<file path="config.mk">
export PLATFORM = sky130hd
export DESIGN_NAME = config_axil_read_bridge_flat
export DESIGN_NICKNAME = d
export VERILOG_FILES = /design/src/rtl/config_axil_read_bridge_if.sv /design/src/rtl/config_axil_read_bridge.sv /design/src/flat_wrapper.sv
export SDC_FILE = /design/constraint.sdc
export NUM_CORES = 1
export LEC_CHECK = 0
export ABC_AREA = 1
export CORE_MARGIN = 4
export CORE_UTILIZATION = 43
export CTS_BUF_LIST = sky130_fd_sc_hd__clkbuf_8
export DETAILED_ROUTE_END_ITERATION = 16
export PLACE_DENSITY = 0.92
export SLEW_MARGIN = 0
export SYNTH_ARGS = -nofsm -noshare
export SYNTH_HDL_FRONTEND = slang
export SYNTH_SLANG_ARGS = --single-unit
</file>
<file path="constraint.sdc">
create_clock -name clk -period 1.74 [get_ports clk]
set_input_delay 0.348 -clock clk [delete_from_list [all_inputs] [get_ports clk]]
set_output_delay 0.348 -clock clk [all_outputs]
set_load 0.05 [all_outputs]
</file>
<file path="src/rtl/config_axil_read_bridge_if.sv">
`default_nettype none
// ============================================================================
// Module   : config_axil_read_bridge_if
// Purpose  : Request/response channel between the AXI-Lite read bridge and
//            the config read register fabric.
// Revision : 1.0 - initial release
// ----------------------------------------------------------------------------
// Signals:
//   read_addr  [ADDR_BITS] request address (bridge -> registers)
//   read_valid / read_ready  request handshake
//   resp_data  [DATA_BITS] response data (registers -> bridge)
//   resp_error               response error flag
//   resp_valid / resp_ready  response handshake
// Modports:
//   master : bridge side (issues requests, accepts responses)
//   slave  : register side
// ============================================================================
interface config_axil_read_bridge_if #(
   parameter int ADDR_BITS = 32,
   parameter int DATA_BITS = 64
);
   logic [ADDR_BITS-1:0] read_addr;
   logic                 read_valid;
   logic                 read_ready;
   logic [DATA_BITS-1:0] resp_data;
   logic                 resp_error;
   logic                 resp_valid;
   logic                 resp_ready;

   modport master (
      output read_addr,
      output read_valid,
      input  read_ready,
      input  resp_data,
      input  resp_error,
      input  resp_valid,
      output resp_ready
   );

   modport slave (
      input  read_addr,
      input  read_valid,
      output read_ready,
      output resp_data,
      output resp_error,
      output resp_valid,
      input  resp_ready
   );
endinterface
`default_nettype wire

</file>
<file path="src/rtl/config_axil_read_bridge.sv">
`default_nettype none
// ============================================================================
// Module   : config_axil_read_bridge
// Purpose  : AXI4-Lite read slave that turns each AR/R transaction into one
//            request/response on the config read interface. One read is
//            outstanding at a time; register errors map to SLVERR and a
//            silent register maps to DECERR after TIMEOUT cycles.
// Revision : 1.0 - initial release
// ----------------------------------------------------------------------------
// Ports:
//   clk, rst            clock, synchronous active-high reset
//   s_axil_ar*          AXI-Lite read address channel (araddr/arvalid/arready)
//   s_axil_r*           AXI-Lite read data channel (rdata/rresp/rvalid/rready)
//   conf                config request/response channel (master modport)
//   timeout_pulse       one-cycle pulse, aligned with the first rvalid cycle
//                       of a timed-out transaction
// ============================================================================
module config_axil_read_bridge #(
   parameter int AXIL_ADDR_BITS = 32,
   parameter int AXIL_DATA_BITS = 64,
   parameter int TIMEOUT        = 1024
) (
   input  wire logic                      clk,
   input  wire logic                      rst,
   input  wire logic [AXIL_ADDR_BITS-1:0] s_axil_araddr,
   input  wire logic                      s_axil_arvalid,
   output logic                           s_axil_arready,
   output logic      [AXIL_DATA_BITS-1:0] s_axil_rdata,
   output logic      [1:0]                s_axil_rresp,
   output logic                           s_axil_rvalid,
   input  wire logic                      s_axil_rready,
   config_axil_read_bridge_if.master      conf,
   output logic                           timeout_pulse
);

   // A zero-width counter is illegal, so TIMEOUT = 0 keeps a 1-bit stub.
   localparam int c_CNT_W = (TIMEOUT > 0) ? $clog2(TIMEOUT + 1) : 1;
   localparam logic [c_CNT_W-1:0] c_CNT_LAST =
      (TIMEOUT > 0) ? c_CNT_W'(TIMEOUT - 1) : '0;

   localparam logic [1:0] c_RESP_OKAY   = 2'b00;
   localparam logic [1:0] c_RESP_SLVERR = 2'b10;
   localparam logic [1:0] c_RESP_DECERR = 2'b11;

   typedef enum logic [2:0] {
      S_IDLE  = 3'd0,
      S_REQ   = 3'd1,
      S_WAIT  = 3'd2,
      S_RESP  = 3'd3,
      S_FLUSH = 3'd4
   } state_t;

   state_t                    r_state;
   state_t                    w_state_next;
   logic [c_CNT_W-1:0]        r_cnt;
   logic [AXIL_ADDR_BITS-1:0] r_read_addr;
   logic [AXIL_DATA_BITS-1:0] r_rdata;
   logic [1:0]                r_rresp;
   logic                      r_timeout_pulse;
   logic                      r_timed_out;   // WAIT timeout: late response must be flushed

   logic w_cnt_last;
   logic w_cnt_clr;
   logic w_load_addr;
   logic w_load_resp;
   logic w_expire;

   generate
      if (TIMEOUT > 0) begin : g_timeout
         assign w_cnt_last = (r_cnt == c_CNT_LAST);
      end else begin : g_no_timeout
         assign w_cnt_last = 1'b0;
      end
   endgenerate

   // Next-state decode. In REQ/WAIT a handshake is tested before expiry so
   // a handshake in the expiry cycle wins and no timeout is reported.
   always_comb begin
      w_state_next = r_state;
      w_cnt_clr    = 1'b0;
      w_load_addr  = 1'b0;
      w_load_resp  = 1'b0;
      w_expire     = 1'b0;
      unique case (r_state)
         S_IDLE: begin
            if (s_axil_arvalid) begin
               w_load_addr  = 1'b1;
               w_cnt_clr    = 1'b1;
               w_state_next = S_REQ;
            end
         end
         S_REQ: begin
            if (conf.read_ready) begin
               w_cnt_clr    = 1'b1;
               w_state_next = S_WAIT;
            end else if (w_cnt_last) begin
               w_expire     = 1'b1;
               w_state_next = S_RESP;
            end
         end
         S_WAIT: begin
            if (conf.resp_valid) begin
               w_load_resp  = 1'b1;
               w_state_next = S_RESP;
            end else if (w_cnt_last) begin
               w_expire     = 1'b1;
               w_state_next = S_RESP;
            end
         end
         S_RESP: begin
            if (s_axil_rready) begin
               if (r_timed_out) begin
                  w_cnt_clr    = 1'b1;
                  w_state_next = S_FLUSH;
               end else begin
                  w_state_next = S_IDLE;
               end
            end
         end
         S_FLUSH: begin
            if (conf.resp_valid || w_cnt_last) begin
               w_state_next = S_IDLE;
            end
         end
         default: begin
            w_state_next = S_IDLE;
         end
      endcase
   end

   always_ff @(posedge clk) begin
      if (rst) begin
         r_state         <= S_IDLE;
         r_cnt           <= '0;
         r_read_addr     <= '0;
         r_rdata         <= '0;
         r_rresp         <= c_RESP_OKAY;
         r_timeout_pulse <= 1'b0;
         r_timed_out     <= 1'b0;
      end else begin
         r_state         <= w_state_next;
         r_timeout_pulse <= w_expire;

         // Saturating counter; it only matters in REQ, WAIT and FLUSH,
         // each of which is entered with a clear.
         if (w_cnt_clr) begin
            r_cnt <= '0;
         end else if (r_cnt != '1) begin
            r_cnt <= r_cnt + 1'b1;
         end

         if (w_load_addr) begin
            r_read_addr <= s_axil_araddr;
            r_timed_out <= 1'b0;
         end

         if (w_load_resp) begin
            r_rdata <= conf.resp_data;
            r_rresp <= conf.resp_error ? c_RESP_SLVERR : c_RESP_OKAY;
         end else if (w_expire) begin
            r_rdata     <= '0;
            r_rresp     <= c_RESP_DECERR;
            // A REQ timeout never handed the request over, so no response
            // can arrive late and no flush is needed.
            r_timed_out <= (r_state == S_WAIT);
         end
      end
   end

   // arready is the only output allowed to see an input (rst), which keeps
   // it low while reset is held.
   assign s_axil_arready  = (r_state == S_IDLE) && !rst;
   assign s_axil_rvalid   = (r_state == S_RESP);
   assign s_axil_rdata    = r_rdata;
   assign s_axil_rresp    = r_rresp;
   assign conf.read_addr  = r_read_addr;
   assign conf.read_valid = (r_state == S_REQ);
   assign conf.resp_ready = (r_state == S_WAIT) || (r_state == S_FLUSH);
   assign timeout_pulse   = r_timeout_pulse;

endmodule
`default_nettype wire

</file>
<file path="src/flat_wrapper.sv">
// flat-port wrapper written by rule: the top's interface ports become plain ports
module config_axil_read_bridge_flat 
#(
   parameter int AXIL_ADDR_BITS = 32,
   parameter int AXIL_DATA_BITS = 64,
   parameter int TIMEOUT        = 1024
)
  (clk, rst, s_axil_araddr, s_axil_arvalid, s_axil_arready, s_axil_rdata, s_axil_rresp, s_axil_rvalid, s_axil_rready, timeout_pulse, conf_read_addr, conf_read_valid, conf_read_ready, conf_resp_data, conf_resp_error, conf_resp_valid, conf_resp_ready);
  config_axil_read_bridge_if #(.ADDR_BITS((32)), .DATA_BITS((64))) conf_i ();
  input  wire logic clk;
  input  wire logic rst;
  input  wire logic [AXIL_ADDR_BITS-1:0] s_axil_araddr;
  input  wire logic s_axil_arvalid;
  output logic s_axil_arready;
  output logic      [AXIL_DATA_BITS-1:0] s_axil_rdata;
  output logic      [1:0] s_axil_rresp;
  output logic s_axil_rvalid;
  input  wire logic s_axil_rready;
  output logic timeout_pulse;
  output wire logic [$bits(conf_i.read_addr)-1:0] conf_read_addr;
  output wire logic [$bits(conf_i.read_valid)-1:0] conf_read_valid;
  input wire logic [$bits(conf_i.read_ready)-1:0] conf_read_ready;
  input wire logic [$bits(conf_i.resp_data)-1:0] conf_resp_data;
  input wire logic [$bits(conf_i.resp_error)-1:0] conf_resp_error;
  input wire logic [$bits(conf_i.resp_valid)-1:0] conf_resp_valid;
  output wire logic [$bits(conf_i.resp_ready)-1:0] conf_resp_ready;
  assign conf_read_addr = conf_i.read_addr;
  assign conf_read_valid = conf_i.read_valid;
  assign conf_i.read_ready = conf_read_ready;
  assign conf_i.resp_data = conf_resp_data;
  assign conf_i.resp_error = conf_resp_error;
  assign conf_i.resp_valid = conf_resp_valid;
  assign conf_resp_ready = conf_i.resp_ready;
  config_axil_read_bridge #(.AXIL_ADDR_BITS(AXIL_ADDR_BITS), .AXIL_DATA_BITS(AXIL_DATA_BITS), .TIMEOUT(TIMEOUT)) u_core (.clk(clk), .rst(rst), .s_axil_araddr(s_axil_araddr), .s_axil_arvalid(s_axil_arvalid), .s_axil_arready(s_axil_arready), .s_axil_rdata(s_axil_rdata), .s_axil_rresp(s_axil_rresp), .s_axil_rvalid(s_axil_rvalid), .s_axil_rready(s_axil_rready), .conf(conf_i), .timeout_pulse(timeout_pulse));
endmodule
</file>
Word level (Yosys, flattened, before mapping)
Index checks and enable logic that the tools add are counted.
Storage, ports and cells
  register bits after elaboration: 114
  logic and storage cells: 53
  output and inout bits: 103
  input bits: 103
Cells by class
  reductions and logical operators: 8
  add/sub/neg operators: 1
  mux-type cells: 28
  equality and inequality tests: 9
Operators by type and width (count)
  64-bit two-way mux: 2
  3-bit two-way mux: 7
  3-bit one-hot mux with 5 select lines: 1
  1-bit two-way mux: 13
  11-bit by 1-bit adder with 11-bit output, second input constant: 1
  11-bit by 10-bit equality test with 1-bit output, second input constant: 1
  11-bit != test, second input constant: 1
  3-bit by 2-bit equality test with 1-bit output, second input constant: 2
  2-bit two-way mux: 3
  2-bit by 1-bit != test with 1-bit output, second input constant: 2
  3-bit by 1-bit equality test with 1-bit output, second input constant: 1
  3-bit equality test, second input constant: 1
  3-bit logical NOT: 1
  1-bit one-hot mux with 3 select lines: 1
  3-bit AND reduction: 1
  1-bit logical OR: 2
  2-bit != test, second input constant: 1
  1-bit one-hot mux with 2 select lines: 1
  2-bit nonzero test: 1
  2-bit OR reduction: 1
  1-bit logical AND: 1
  1-bit logical NOT: 1

Depth between registers and ports, before layout
  word-level depth: 6
  gate-level depth with buffers: 10
  depth with buffers taken out: 9

Least setup slack after synthesis
No wires, ideal clock.
  path kind: in2out
  start: input port rst
  end: output port s_axil_arready
  data required time: 1392 ps
  buffers on the path: 1
  arrival time: 1202 ps
  setup slack: 190 ps
  stages: 2
  cells stage by stage: clkbuf_1 > nor2_1
On the way
  cells in the longest elaborated chain, start to end: 2
Ends and longest elaborated chain
  start, declared: line flat_wrapper.sv:11  | input wire logic rst;
  1-bit logical NOT: line config_axil_read_bridge.sv:172  | assign s_axil_arready = (r_state == S_IDLE) && !rst;
  1-bit logical AND: line config_axil_read_bridge.sv:172
  end, declared: line flat_wrapper.sv:14  | output logic s_axil_arready;
No other way between the ends.

Final worst setup path
  start: register u_core.r_state[1]
  end: output port conf_resp_ready
On the way
  cells in the longest elaborated chain, start to end: 2
Ends and longest elaborated chain
  start, declared: line config_axil_read_bridge.sv:53  | state_t r_state;
  start signal, assigned: line config_axil_read_bridge.sv:141  | r_state <= w_state_next;
  3-bit by 2-bit equality test with 1-bit output or 3-bit equality test (tied branches): line config_axil_read_bridge.sv:178  | assign conf.resp_ready = (r_state == S_WAIT) || (r_state == S_FLUSH);
  1-bit logical OR *: line config_axil_read_bridge.sv:178
  end, declared: line flat_wrapper.sv:26  | output wire logic [$bits(conf_i.resp_ready)-1:0] conf_resp_ready;
Mark *: on every way between the ends. The rest lies on a longest branch, timed or not.

==> results.tsv <==
metric	value	unit
nets@finish	865	
Diodes inserted	0	
post-synthesis sequential area ratio	0.5017	
Final Power	6.650	mW
status	complete, no violations	
Remaining DRCs	0	
ANT nets after route	0	
CTS tree	yes	
M1 GR Usage	0.2393	
largest delay contributor family on the critical path	flip-flops	
net count after synthesis	663	
Final setup viols	0	
number of global-route vias before repair	4611	
Clock Latency Late Sink	0.41	ns
CTS buffer count	17	
total gr overflow	0	
Syn Inst Count	559	
number of I/O pins	206	
die width	110.9	um
dominant cell type by area after synthesis	dfxtp_1	
die height	110.9	um
Largest stage delay, worst path	0.38	ns
Worst Skew	0.01198	ns
sw power	1.805	mW
combinational power share	0.168	
wire per inst	14.78	um
clock period minus worst slack	1.665	ns
Total GRT Usage	0.2161	
slew margin rel.	0.7204	
Max Fanout on Critical Path	5	
Root Buffer	clkbuf_8	
WP data arrival	1.32	ns
Sw Share	0.2714	
GRT met3 Usage	0.08242	
CP Data Required Time	1.39	ns
final worst-path cycle share	0.9568	
Hold WS	0.2230	ns
I/O Buffers	205	
IR drop worst, VDD	0.0007734	V
Worst setup SP type	register	
routability congestion estimate	0.8645	
placement row count	37	
Initial Utilization	0.4407	
power per cell area	951.8	mW/mm^2
clock power share	0.415	
layout cells sized above 1	0.2726	
Buf/Inv on CP	2	
Non-Filler Instances	910	
setup TNS	0	ns
Slew Limit Fails	0	
clk sink count	114	
Max Cap Viol	0	
Yosys top cell area share	0.5017	
Tightest Pin Transition	0.4194	ns
initial antenna violation count	0	
Crit-path slowest cell	dfxtp_1	
die area	0.01229	mm^2
Synth warnings	0	
RSZ-0062 raised after global routing	true	
Int Pwr	4.845	mW
Area contributors post-synth	dfxtp_1 (50%), nand2_1 (13%), a21oi_1 (11%), nand3_2 (7.0%), nand3_1 (4.4%)	
synthesized area	0.004549	mm^2
Fillers	819	
#FFs+latches synth	114	
# hold bufs at CTS	0	
syn_area_per_cell	8.138	um^2
vias per inst	5.038	
Bufs on Longest Clock Path	2	
CP Capture Type	output pin	
Static Leakage	2.812	nW
post-layout util	0.6768	
sequential share of power	0.417	
global-route wire length before repair	22100	um
First-pass DRT Iterations	5	
area grow syn2layout	53.58	%
final hold viol count	0	
Setup CP Type	reg2out	
core area	0.01032	mm^2
largest net degree at the start of global routing	60	
GR Util met2	0.3790	
initial DRC count	317	
Worst-path clk slew	0.07	ns
Synth cell types	32	
H-tree depth	4	
Hold WC Path Type	in2reg	
Detailed Place HPWL	10150	um
grt peak-use layer	met2	
critical path cell sequence	inv_2 > nor2_4 > nand2_4 > nand2_1 > buf_12	
WL final	13450	um
DR vias	4585	
Max Clock Freq	600.7	MHz
Inst Count DP	877	
[layout make-up]
cell class,count,area (um^2),area share
clock inverters,12,178.9,0.02561
clock buffers,20,275.3,0.03940
multi-input cells,384,1974,0.2826
flip-flops and latches,114,2285,0.3270
well taps,136,170.2,0.02436
inverters,23,87.58,0.01254
repair buffers,221,2016,0.2885
[final timing paths]
kind | endpoint | startpoint | cells after the start | slack, ns
max | conf_resp_ready | u_core.r_state[1] | 5 | 0.08
min | u_core.s_axil_rdata[21] | rst | 2 | 0.22
max reg2reg | u_core.s_axil_rdata[24] | u_core.r_cnt[0] | 9 | 0.11
min reg2reg | u_core.s_axil_rresp[0] | u_core.s_axil_rresp[0] | 2 | 0.46
[cells in the final DEF, fill, tap and decap left out, drive strengths merged]
cell type / n
o21bai: 1
dfxtp: 114
clkdlybuf4s50: 101
a21oi: 104
or2: 1
o211ai: 1
inv: 23
xor2: 4
nor3: 3
buf: 120
nand4: 4
clkbuf: 20
clkinv: 5
a31oi: 1
nand3: 72
o21a: 1
nand2: 159
clkinvlp: 3
bufinv: 4
xnor2: 2
nor2: 23
o21ai: 7
ha: 1
[per-stage QoR]
stage                     instance area, um^2  setup WS, ns
after CTS                                6958      0.001411
after global placement                   6504      -0.02898
final                                    6987       0.07523
after floorplan                          4549        0.1899
after detailed placement                 6504       -0.1058
after global routing                     6987      -0.01370
[routing by layer]
metal,share of wire,vias up
met5,0,-
met4,0.026,0
met3,0.085,27
met2,0.50,189
met1,0.39,2121
li1,-,2248
[power groups by stage]
stage          Sequential (mW)  Combinational [mW]  Clock, mW
4_1_cts                   2.77                1.12       2.82
2_1_floorplan             3.12               0.322          0
5_1_grt                   2.78                1.19       2.94
3_3_place_gp              2.82                1.09          0
6_report                  2.77                1.12       2.76
3_5_place_dp              2.83                1.12          0
[logic make-up after synthesis]
family                     share of synthesized area
and+or+nand+nor                               0.2855
AOI/OAI and AO/OA                             0.1309
DFF                                           0.5017
buffers and inverters                        0.06765
xor gates and xnor gates                     0.01155
adders and majority gates                   0.002750
[synthesized netlist by cell type, drive strengths merged]
master,instances
a21oi,104
a31oi,1
buf,26
clkbuf,12
clkinv,1
dfxtp,114
ha,1
inv,22
nand2,159
nand3,72
nand4,4
nor2,23
nor3,3
o211ai,1
o21a,1
o21ai,7
o21bai,1
or2,1
xnor2,2
xor2,4
[repair_timing]
item                                    CTS  global route
buffers inserted                          0             1
endpoints found under the setup margin    0            20
gates resized for setup                   0             9
[state kept, by name (all words and copies together), names as in the netlist]
register               cells
u_core.s_axil_rdata       64
u_core.conf.read_addr     32
u_core.r_cnt              11
u_core.r_state             3
u_core.s_axil_rresp        2
u_core.r_timed_out         1
u_core.timeout_pulse       1
No activity file was read; power rests on OpenSTA's default activity.
